## src/rtl/adc_reg_config_pkg.sv

```systemverilog
// Shared types and constants for the ADC register configuration sequencer.
// Enabling ADC_CFG_VERIFY_EN adds the readback states S_READ and S_CHECK.
package adc_reg_config_pkg;

  localparam int unsigned ADDR_W  = 13;
  localparam int unsigned DATA_W  = 8;
  localparam int unsigned ENTRY_W = ADDR_W + DATA_W;
  localparam int unsigned IDX_W   = 8;
  localparam int unsigned CNT_W   = 20;

  localparam logic [ADDR_W-1:0] DELAY_ENTRY_ADDR = 13'h1FFF;

  typedef struct packed {
    logic [ADDR_W-1:0] addr;
    logic [DATA_W-1:0] data;
  } entry_t;

  typedef enum logic [3:0] {
    S_IDLE,
    S_LOAD,
    S_WRITE,
    S_PAUSE,
    S_NEXT,
    S_DONE,
    S_ERR
`ifdef ADC_CFG_VERIFY_EN
    , S_READ,
    S_CHECK
`endif
  } state_t;

endpackage

```

## src/rtl/adc_reg_config_table.sv

```systemverilog
// Combinational ROM of {addr, data} configuration entries.
// TABLE_SEL 0 is the project table; TABLE_SEL 1 is a short table for simulation.
module adc_reg_table
  import adc_reg_config_pkg::*;
#(
  parameter int unsigned TABLE_SEL = 0
) (
  input  logic [IDX_W-1:0]   i_index,
  output logic [ENTRY_W-1:0] o_entry_c
);

  always_comb begin
    o_entry_c = '0;
    if (TABLE_SEL == 0) begin
      case (i_index)
        8'd0:    o_entry_c = {13'h0000, 8'h81};
        8'd1:    o_entry_c = {DELAY_ENTRY_ADDR, 8'h00};
        8'd2:    o_entry_c = {13'h0002, 8'h00};
        8'd3:    o_entry_c = {13'h0008, 8'h03};
        8'd4:    o_entry_c = {13'h0014, 8'h01};
        8'd5:    o_entry_c = {13'h0015, 8'h00};
        8'd6:    o_entry_c = {13'h0016, 8'h0C};
        8'd7:    o_entry_c = {13'h0018, 8'h40};
        8'd8:    o_entry_c = {13'h0020, 8'h00};
        8'd9:    o_entry_c = {13'h0030, 8'h18};
        8'd10:   o_entry_c = {13'h0056, 8'h00};
        8'd11:   o_entry_c = {13'h0057, 8'h00};
        8'd12:   o_entry_c = {13'h0058, 8'h00};
        8'd13:   o_entry_c = {13'h0120, 8'h02};
        8'd14:   o_entry_c = {13'h0121, 8'h01};
        8'd15:   o_entry_c = {13'h00FF, 8'h01};
        default: o_entry_c = '0;
      endcase
    end else begin
      case (i_index)
        8'd0:    o_entry_c = {13'h0000, 8'h3C};
        8'd1:    o_entry_c = {DELAY_ENTRY_ADDR, 8'h00};
        8'd2:    o_entry_c = {13'h00FF, 8'h01};
        8'd3:    o_entry_c = {13'h0008, 8'h55};
        default: o_entry_c = '0;
      endcase
    end
  end

endmodule

```

## src/rtl/adc_reg_config.sv

```systemverilog
// Walks the register table and issues one write per entry to the ADC SPI controller.
// ADC_CFG_VERIFY_EN adds a readback-and-compare step after every write.
module adc_reg_config
  import adc_reg_config_pkg::*;
#(
  parameter int unsigned NUM_REGS       = 16,
  parameter int unsigned DELAY_CYCLES   = 100000,
  parameter int unsigned TIMEOUT_CYCLES = 65535,
  parameter logic        ADDR_2BYTE     = 1'b1,
  parameter int unsigned TABLE_SEL      = 0
) (
  input  logic        clk,
  input  logic        rst,
  input  logic        start,
  output logic        busy,
  output logic        done,
  output logic        error,
  output logic [7:0]  err_index,
  output logic        spi_addr_2byte,
  output logic        cmd_write,
  input  logic        cmd_write_ack,
  output logic        cmd_read,
  input  logic        cmd_read_ack,
  output logic [12:0] write_addr,
  output logic [7:0]  write_data,
  output logic [12:0] read_addr,
  input  logic [7:0]  read_data
);

  localparam logic [IDX_W-1:0] LAST_IDX  = IDX_W'(NUM_REGS - 1);
  localparam logic [CNT_W-1:0] DELAY_END = CNT_W'(DELAY_CYCLES - 1);
  localparam logic [CNT_W-1:0] WDOG_END  = CNT_W'(TIMEOUT_CYCLES - 1);

  state_t              r_state, w_state_nxt;
  logic [IDX_W-1:0]    r_idx, w_idx_nxt;
  logic [CNT_W-1:0]    r_cnt, w_cnt_nxt;
  logic                r_busy, w_busy_nxt;
  logic                r_done, w_done_nxt;
  logic                r_error, w_error_nxt;
  logic [IDX_W-1:0]    r_err_index, w_err_index_nxt;
  logic                r_cmd_write, w_cmd_write_nxt;
  logic [ADDR_W-1:0]   r_write_addr, w_write_addr_nxt;
  logic [DATA_W-1:0]   r_write_data, w_write_data_nxt;
  logic [ENTRY_W-1:0]  w_entry_raw;
  entry_t              w_entry;

  adc_reg_table #(
    .TABLE_SEL (TABLE_SEL)
  ) u_table (
    .i_index   (r_idx),
    .o_entry_c (w_entry_raw)
  );

  assign w_entry = entry_t'(w_entry_raw);

`ifdef ADC_CFG_VERIFY_EN
  logic                r_cmd_read, w_cmd_read_nxt;
  logic [ADDR_W-1:0]   r_read_addr, w_read_addr_nxt;
`endif

  // Next-state and next-output logic; every register holds unless a state changes it.
  always_comb begin
    w_state_nxt      = r_state;
    w_idx_nxt        = r_idx;
    w_cnt_nxt        = r_cnt;
    w_error_nxt      = r_error;
    w_err_index_nxt  = r_err_index;
    w_cmd_write_nxt  = r_cmd_write;
    w_write_addr_nxt = r_write_addr;
    w_write_data_nxt = r_write_data;
`ifdef ADC_CFG_VERIFY_EN
    w_cmd_read_nxt   = r_cmd_read;
    w_read_addr_nxt  = r_read_addr;
`endif
    case (r_state)
      S_IDLE: begin
        if (start) begin
          w_error_nxt = 1'b0;
          w_idx_nxt   = '0;
          w_state_nxt = S_LOAD;
        end
      end
      S_LOAD: begin
        w_cnt_nxt = '0;
        if (w_entry.addr == DELAY_ENTRY_ADDR) begin
          w_state_nxt = S_PAUSE;
        end else begin
          w_write_addr_nxt = w_entry.addr;
          w_write_data_nxt = w_entry.data;
          w_cmd_write_nxt  = 1'b1;
          w_state_nxt      = S_WRITE;
        end
      end
      // cmd_write must stay up until the ack: the controller decodes direction late.
      S_WRITE: begin
        if (cmd_write_ack) begin
          w_cmd_write_nxt = 1'b0;
          w_cnt_nxt       = '0;
`ifdef ADC_CFG_VERIFY_EN
          w_cmd_read_nxt  = 1'b1;
          w_read_addr_nxt = r_write_addr;
          w_state_nxt     = S_READ;
`else
          w_state_nxt     = S_NEXT;
`endif
        end else if (r_cnt == WDOG_END) begin
          w_cmd_write_nxt = 1'b0;
          w_error_nxt     = 1'b1;
          w_err_index_nxt = r_idx;
          w_state_nxt     = S_ERR;
        end else begin
          w_cnt_nxt = r_cnt + CNT_W'(1);
        end
      end
`ifdef ADC_CFG_VERIFY_EN
      S_READ: begin
        if (cmd_read_ack) begin
          w_cmd_read_nxt = 1'b0;
          w_state_nxt    = S_CHECK;
        end else if (r_cnt == WDOG_END) begin
          w_cmd_read_nxt  = 1'b0;
          w_error_nxt     = 1'b1;
          w_err_index_nxt = r_idx;
          w_state_nxt     = S_ERR;
        end else begin
          w_cnt_nxt = r_cnt + CNT_W'(1);
        end
      end
      S_CHECK: begin
        if (read_data == r_write_data) begin
          w_state_nxt = S_NEXT;
        end else begin
          w_error_nxt     = 1'b1;
          w_err_index_nxt = r_idx;
          w_state_nxt     = S_ERR;
        end
      end
`endif
      S_PAUSE: begin
        if (r_cnt == DELAY_END) begin
          w_state_nxt = S_NEXT;
        end else begin
          w_cnt_nxt = r_cnt + CNT_W'(1);
        end
      end
      S_NEXT: begin
        if (r_idx == LAST_IDX) begin
          w_state_nxt = S_DONE;
        end else begin
          w_idx_nxt   = r_idx + IDX_W'(1);
          w_state_nxt = S_LOAD;
        end
      end
      S_DONE:  w_state_nxt = S_IDLE;
      S_ERR:   w_state_nxt = S_IDLE;
      default: w_state_nxt = S_IDLE;
    endcase
    w_busy_nxt = (w_state_nxt != S_IDLE);
    w_done_nxt = (w_state_nxt == S_DONE);
  end

  always_ff @(posedge clk or posedge rst) begin
    if (rst) begin
      r_state      <= S_IDLE;
      r_idx        <= '0;
      r_cnt        <= '0;
      r_busy       <= 1'b0;
      r_done       <= 1'b0;
      r_error      <= 1'b0;
      r_err_index  <= '0;
      r_cmd_write  <= 1'b0;
      r_write_addr <= '0;
      r_write_data <= '0;
    end else begin
      r_state      <= w_state_nxt;
      r_idx        <= w_idx_nxt;
      r_cnt        <= w_cnt_nxt;
      r_busy       <= w_busy_nxt;
      r_done       <= w_done_nxt;
      r_error      <= w_error_nxt;
      r_err_index  <= w_err_index_nxt;
      r_cmd_write  <= w_cmd_write_nxt;
      r_write_addr <= w_write_addr_nxt;
      r_write_data <= w_write_data_nxt;
    end
  end

`ifdef ADC_CFG_VERIFY_EN
  always_ff @(posedge clk or posedge rst) begin
    if (rst) begin
      r_cmd_read  <= 1'b0;
      r_read_addr <= '0;
    end else begin
      r_cmd_read  <= w_cmd_read_nxt;
      r_read_addr <= w_read_addr_nxt;
    end
  end

  assign cmd_read  = r_cmd_read;
  assign read_addr = r_read_addr;
`else
  logic w_unused_rd;
  assign w_unused_rd = ^{read_data, cmd_read_ack};
  assign cmd_read    = 1'b0;
  assign read_addr   = '0;
`endif

  assign busy           = r_busy;
  assign done           = r_done;
  assign error          = r_error;
  assign err_index      = r_err_index;
  assign spi_addr_2byte = ADDR_2BYTE;
  assign cmd_write      = r_cmd_write;
  assign write_addr     = r_write_addr;
  assign write_data     = r_write_data;

endmodule

```

## config.mk

```make
export PLATFORM = sky130hd
export DESIGN_NAME = adc_reg_config
export DESIGN_NICKNAME = d
export VERILOG_FILES = /design/src/rtl/adc_reg_config_pkg.sv /design/src/rtl/adc_reg_config_table.sv /design/src/rtl/adc_reg_config.sv
export SDC_FILE = /design/constraint.sdc
export NUM_CORES = 1
export LEC_CHECK = 0
export BUFFER_PORTS_ARGS = -buffer_cell sky130_fd_sc_hd__buf_2
export CAP_MARGIN = 10
export CORE_ASPECT_RATIO = 1.75
export CORE_MARGIN = 2
export CORE_UTILIZATION = 35
export DETAILED_ROUTE_END_ITERATION = 12
export HOLD_SLACK_MARGIN = 0.1
export SLEW_MARGIN = 20
export SYNTH_ARGS = -nofsm -noshare
export SYNTH_HDL_FRONTEND = slang
export SYNTH_SLANG_ARGS = --single-unit
```

## constraint.sdc

```tcl
create_clock -name clk -period 2.45 [get_ports clk]
set_clock_uncertainty 0.05 [all_clocks]
set_input_delay 0.245 -clock clk [delete_from_list [all_inputs] [get_ports clk]]
set_output_delay 0.245 -clock clk [all_outputs]
set_load 0.01 [all_outputs]
```

# Word-level counts from Yosys, hierarchy flattened
# Memory sizes are Yosys's and may differ from the RTL's.
# Index checks and enable logic that the tools add are counted.
# totals
ff_bits,65
latch_bits,0
ramBits,0
rom_bits,320
output_inout_bits,48
memories,1
# classes
add_sub_neg,2
mul,0
n_div,0
magnitude_cmp,0
eq_ne,17
shifts,0
n_mux,23
n_bitwise,2
reduce_logical,13
# mem_list
name,words,width,rd,rd_ports_with_merged_regs,wr,line_no,rtl
(name not given),16,20,1,0,0,adc_reg_config_table.sv:15,case (i_index)
# ops
operator,count
$mux 20,3
$pmux 20 s3,1
$mux 21,1
$add 20x1->20 const B,1
$eq 20x16->1 const B,1
$eq 20x17->1 const B,1
$pmux 4 s5,1
$mux 4,4
$mux 8,2
$pmux 8 s2,1
$eq 13x13->1 const B,1
$ne 2x2->1 const B,6
$reduce_and 3->1,4
$add 8x1->8 const B,1
$eq 4x2->1 const B,2
$eq 4x3->1 const B,2
$eq 8x4->1 const B,1
$logic_not 4->1,2
$mux 1,7
$ne 3x3->1 const B,2
$reduce_bool 2->1,3
$eq 4x1->1 const B,1
$pmux 1 s2,2
$reduce_and 4->1,1
5 further kinds,6

# Logic depth before layout (Yosys ltp)
# logic_depth
ltp_word,6
ltp_mapped,9
ltp_nobuf,7

# Cells and area by module
# A second synthesis with hierarchy kept.
# hier_totals
cells_unflattened,363
hier_area_um2,3602.2
# modules_own_cells
module,instances,cells_per_inst,area_per_inst_um2
adc_reg_config,1,299,3191.8
adc_reg_table,1,64,410.4

# Worst setup path after synthesis
# Ideal clock, no wire load.
# synth_timing
path_type,register to register
from,register r_idx[1]
to,register r_cmd_write (netlist: cmd_write)
setup_time_ps,119
arrival_time_ps,2015
required_time_ps,2281
setup_slack_ps,266
path_stages_with_launch,8
path_cell_list,dfrtp_1 -> inv_1 -> ha_1 -> nor3b_1 -> nand2_1 -> o21ai_2 -> buf_2 -> a21bo_2
# synth_between
elab_chain_cells,5
# synth_rtl
element,line_no,rtl
start: declaration,adc_reg_config.sv:35,"logic [IDX_W-1:0] r_idx, w_idx_nxt;"
start signal: assignment,adc_reg_config.sv:176,r_idx <= w_idx_nxt;
$mem_v2 16x20,-,
$mux 21,adc_reg_config_table.sv:15,
$eq 13x13->1,adc_reg_config.sv:85,if (w_entry.addr == DELAY_ENTRY_ADDR) begin
$ne 2x2->1 (no line),-,
$reduce_and 3->1 (no line),-,
end signal: assignment,adc_reg_config.sv:182,r_cmd_write <= w_cmd_write_nxt;
end: declaration,adc_reg_config.sv:41,"logic r_cmd_write, w_cmd_write_nxt;"
# No other way between the ends.
# A chain may end at the register's enable or synchronous reset.

# Final worst setup path
# layout_timing
from,register r_cnt[0]
to,register r_cnt[9]
# layout_between
elab_chain_cells,4
elab_cells_between_ends,10
classes_between,1 x add/sub; 4 x eq/ne; 4 x mux; 1 x reduce/logical
# layout_rtl
element,line_no,rtl
start: declaration,adc_reg_config.sv:36,"logic [CNT_W-1:0] r_cnt, w_cnt_nxt;"
start signal: assignment,adc_reg_config.sv:177,r_cnt <= w_cnt_nxt;
$add 20x1->20,"adc_reg_config.sv:112, adc_reg_config.sv:143",
$mux 20,adc_reg_config.sv:106,end else if (r_cnt == WDOG_END) begin
$mux 20,adc_reg_config.sv:96,if (cmd_write_ack) begin
$pmux 20 s3,adc_reg_config.sv:75,case (r_state)
# Parallel ways exist; a longest one is shown, timed or not. The select of a mux whose other input is x is not followed.

==> impl_metrics.toml <==
[placement]
gp_congestion = 0.8764
dp.final_hpwl_um = 6499
postPlaceCellArea_um2 = 3772
io_buffer_count = 35

[logic_synthesis]
syn_area_per_cell_um2 = 9.300
synthArstFlopShare_pct = 100.0
ys_seq_area_share_pct = 43.88
synthDistinctLibCells = 59
synth-edff-count = 0
netlist_instances = 374
synth-warning-count = 0
ys_seq_elements = 61
synth_area_um2 = 3478
ys.flop_type = "dfrtp_1"

[timing]
rsz0062_at_grt = "false"
layout_worst_path_cycle_share_pct = 91.11
fin_crit_ns = 2.232
fmax_mhz = 448.0
setup_violations = 0
tns_ns = 0
relSlewSlack_pct = 54.50
finalHoldViolations = 0
hold-worst-slack_ns = 0.2376
finalMaxSlewViolations = 0
max_slew.worst_pin.slew_ns = 0.6814

[worst_setup_path]
cpPeakStageDelay_ns = 0.63
critPathLaunchType = "flip-flop"
crit_buf_inv = 2
path_cells = "inv_1 -> ha_1 -> and4b_1 -> nand4_1 -> o21ai_2 -> buf_4 -> or4_2 -> a21oi_1"
critPathKind = "reg -> reg"
cp_data_required_time_ns = 2.65
cp_num_cells = 8
crit_family = "simple AND/OR/NAND/NOR gates"
reg2regPathDepth = 8
cp_max_fo = 24
crit_slowest_cell = "or4_2"
r2r_setup_slack_ns = 0.22
cp_data_arrival_time_ns = 2.43
cp-end-kind = "flip-flop"

[grt]
grt_use_total_pct = 17.10
grt_overflow_total = 0
grt_pass1_vias = 2955
grt_pass1_wl_um = 14170
antenna_found_initial = 0
grt_max_degree = 32

[clocking]
clk_latency_ns = 0.33
clock_path_buffers = 2
htreeDepth = 3
cts_sinks = 61
cts_resized = 0
clkTransAtPathRegs_ns = 0.05
cts_setup_buffers = 0
hold_buffers = 1
cts_tree = "done"
root_buffer = "clkbuf_16"
cts_made_buffers = 9

[cells_and_area]
final_common_cell = "dfrtp_1"
fin_area_um2 = 4109
nets = 438
drive_gt1_share_pct = 21.38
final_cell_mix = "61 x dfrtp_1, 50 x nand2_1, 35 x buf_2, 24 x nor2_1, 22 x o21ai_0"
area_growth_pct = 18.13
diodes = 0
post-route-util_pct = 41.97

[drt]
routed_wirelength_um = 8528
via_per_inst = 5.256
drtIter0Drc = 173
drc = 0
drtAntennaViolNets = 0
via_count = 2870
dr.pass1.iters = 5
avgRoutedWirePerCell_um = 15.62

[floorplan]
chipHeight_um = 135.9
die_x_um = 79.36
core_um2 = 9789
start_util_pct = 35.53
fp-row-count = 48
io_pins = 61
die-area_um2 = 10780

[status]
outcome = "complete, no violations"

[power_and_ir_drop]
p_per_area_nw_per_um2 = 661.5
total_power_w = 0.002718
vdd_ir_drop_max_uv = 344.5
leakage_nw = 1.887

[flow_run]
drv_cap = 0

[min_path]
holdPathStages = 3
hp-class = "in -> reg"
[report_power, final]
group          total [W]  leakage, nW  switching, W  internal (W)
sequential       0.00109        0.835     0.0000334       0.00106
clock            0.00138        0.163      0.000435      0.000941
combinational   0.000253        0.890      0.000160     0.0000929
total            0.00272         1.89      0.000628       0.00209
[final cells by class]
cell class / instances / area, µm²
Sequential cell: 61 / 1526
Tap cell: 125 / 156.4
Timing Repair Buffer: 52 / 317.8
Fill cell: 982 / 5680
Inverter: 11 / 41.29
Clock inverter: 4 / 70.07
Clock buffer: 12 / 256.5
Multi-Input combinational cell: 281 / 1740
[per-layer routing]
metal | vias to the layer above | share of wire [%] | track usage [%]
met4 | 0 | 2.9 | 9.579
li1 | 1410 | - | -
met3 | 19 | 3.0 | 3.121
met5 | - | 0 | 0
met2 | 59 | 58 | 32.11
met1 | 1382 | 36 | 17.29
[metrics by stage]
stage	setup WS (ns)	cells
6_report	0.2179	546
3_3_place_gp	0.2361	529
3_5_place_dp	0.2501	529
5_1_grt	0.09870	546
2_1_floorplan	0.2658	389
4_1_cts	0.2228	546
[tightest hold or removal path, cell delays in order]
cell and delay, ns:
buf_2 0.12, o211ai_1 0.14, nand2_1 0.07
[cell usage after synthesis, types with 4 or more instances]
cell type | n | area (µm²)
buf_2 | 4 | 20.02
nand2_1 | 50 | 187.7
or2_2 | 5 | 31.28
nor3_1 | 5 | 25.02
o21a_1 | 4 | 30.03
or4_1 | 9 | 67.56
ha_1 | 9 | 112.6
o31ai_1 | 16 | 120.1
nand3_1 | 14 | 70.07
buf_4 | 19 | 142.6
clkbuf_1 | 11 | 41.29
o21ai_0 | 22 | 110.1
nor4_1 | 6 | 37.54
a21oi_1 | 18 | 90.09
nor2_1 | 24 | 90.09
mux2i_1 | 4 | 40.04
nand4_1 | 8 | 50.05
inv_1 | 11 | 41.29
dfrtp_1 | 61 | 1526
mux2_2 | 8 | 90.09
[final timing paths]
check                                           from                   endpoint
max                             r_cnt[0]$_DFFE_PP0P_       r_cnt[9]$_DFFE_PP0P_
min                                    cmd_write_ack       r_state[2]$_DFF_PP0_
max reg2reg                     r_cnt[0]$_DFFE_PP0P_       r_cnt[9]$_DFFE_PP0P_
min reg2reg                write_data[3]$_DFFE_PP0P_  write_data[3]$_DFFE_PP0P_
max in group asynchronous                        rst       r_cnt[7]$_DFFE_PP0P_
min in group asynchronous                        rst   err_index[5]$_DFFE_PP0P_
[sequential cells by signal (all words and copies together), names as in the netlist]
signal and count:
cmd_write 1, r_state 4, write_data 7, r_idx 8
r_cnt 20, err_index 8, error 1, done 1
write_addr 10, busy 1
[cell families (layout without fill, tap and decap cells)]
logic type | count (synthesis) | in the layout | synth area share, %
flops | 61 | 61 | 43.88
xor+xnor | 5 | 5 | 1.259
buf+inv | 47 | 79 | 7.698
compound gates | 86 | 86 | 16.26
fa+ha+maj | 9 | 9 | 3.237
simple gates | 152 | 152 | 23.71
mux | 12 | 12 | 3.741
other cells | 2 | 17 | 0.2159
No activity file was read; power rests on OpenSTA's default activity.
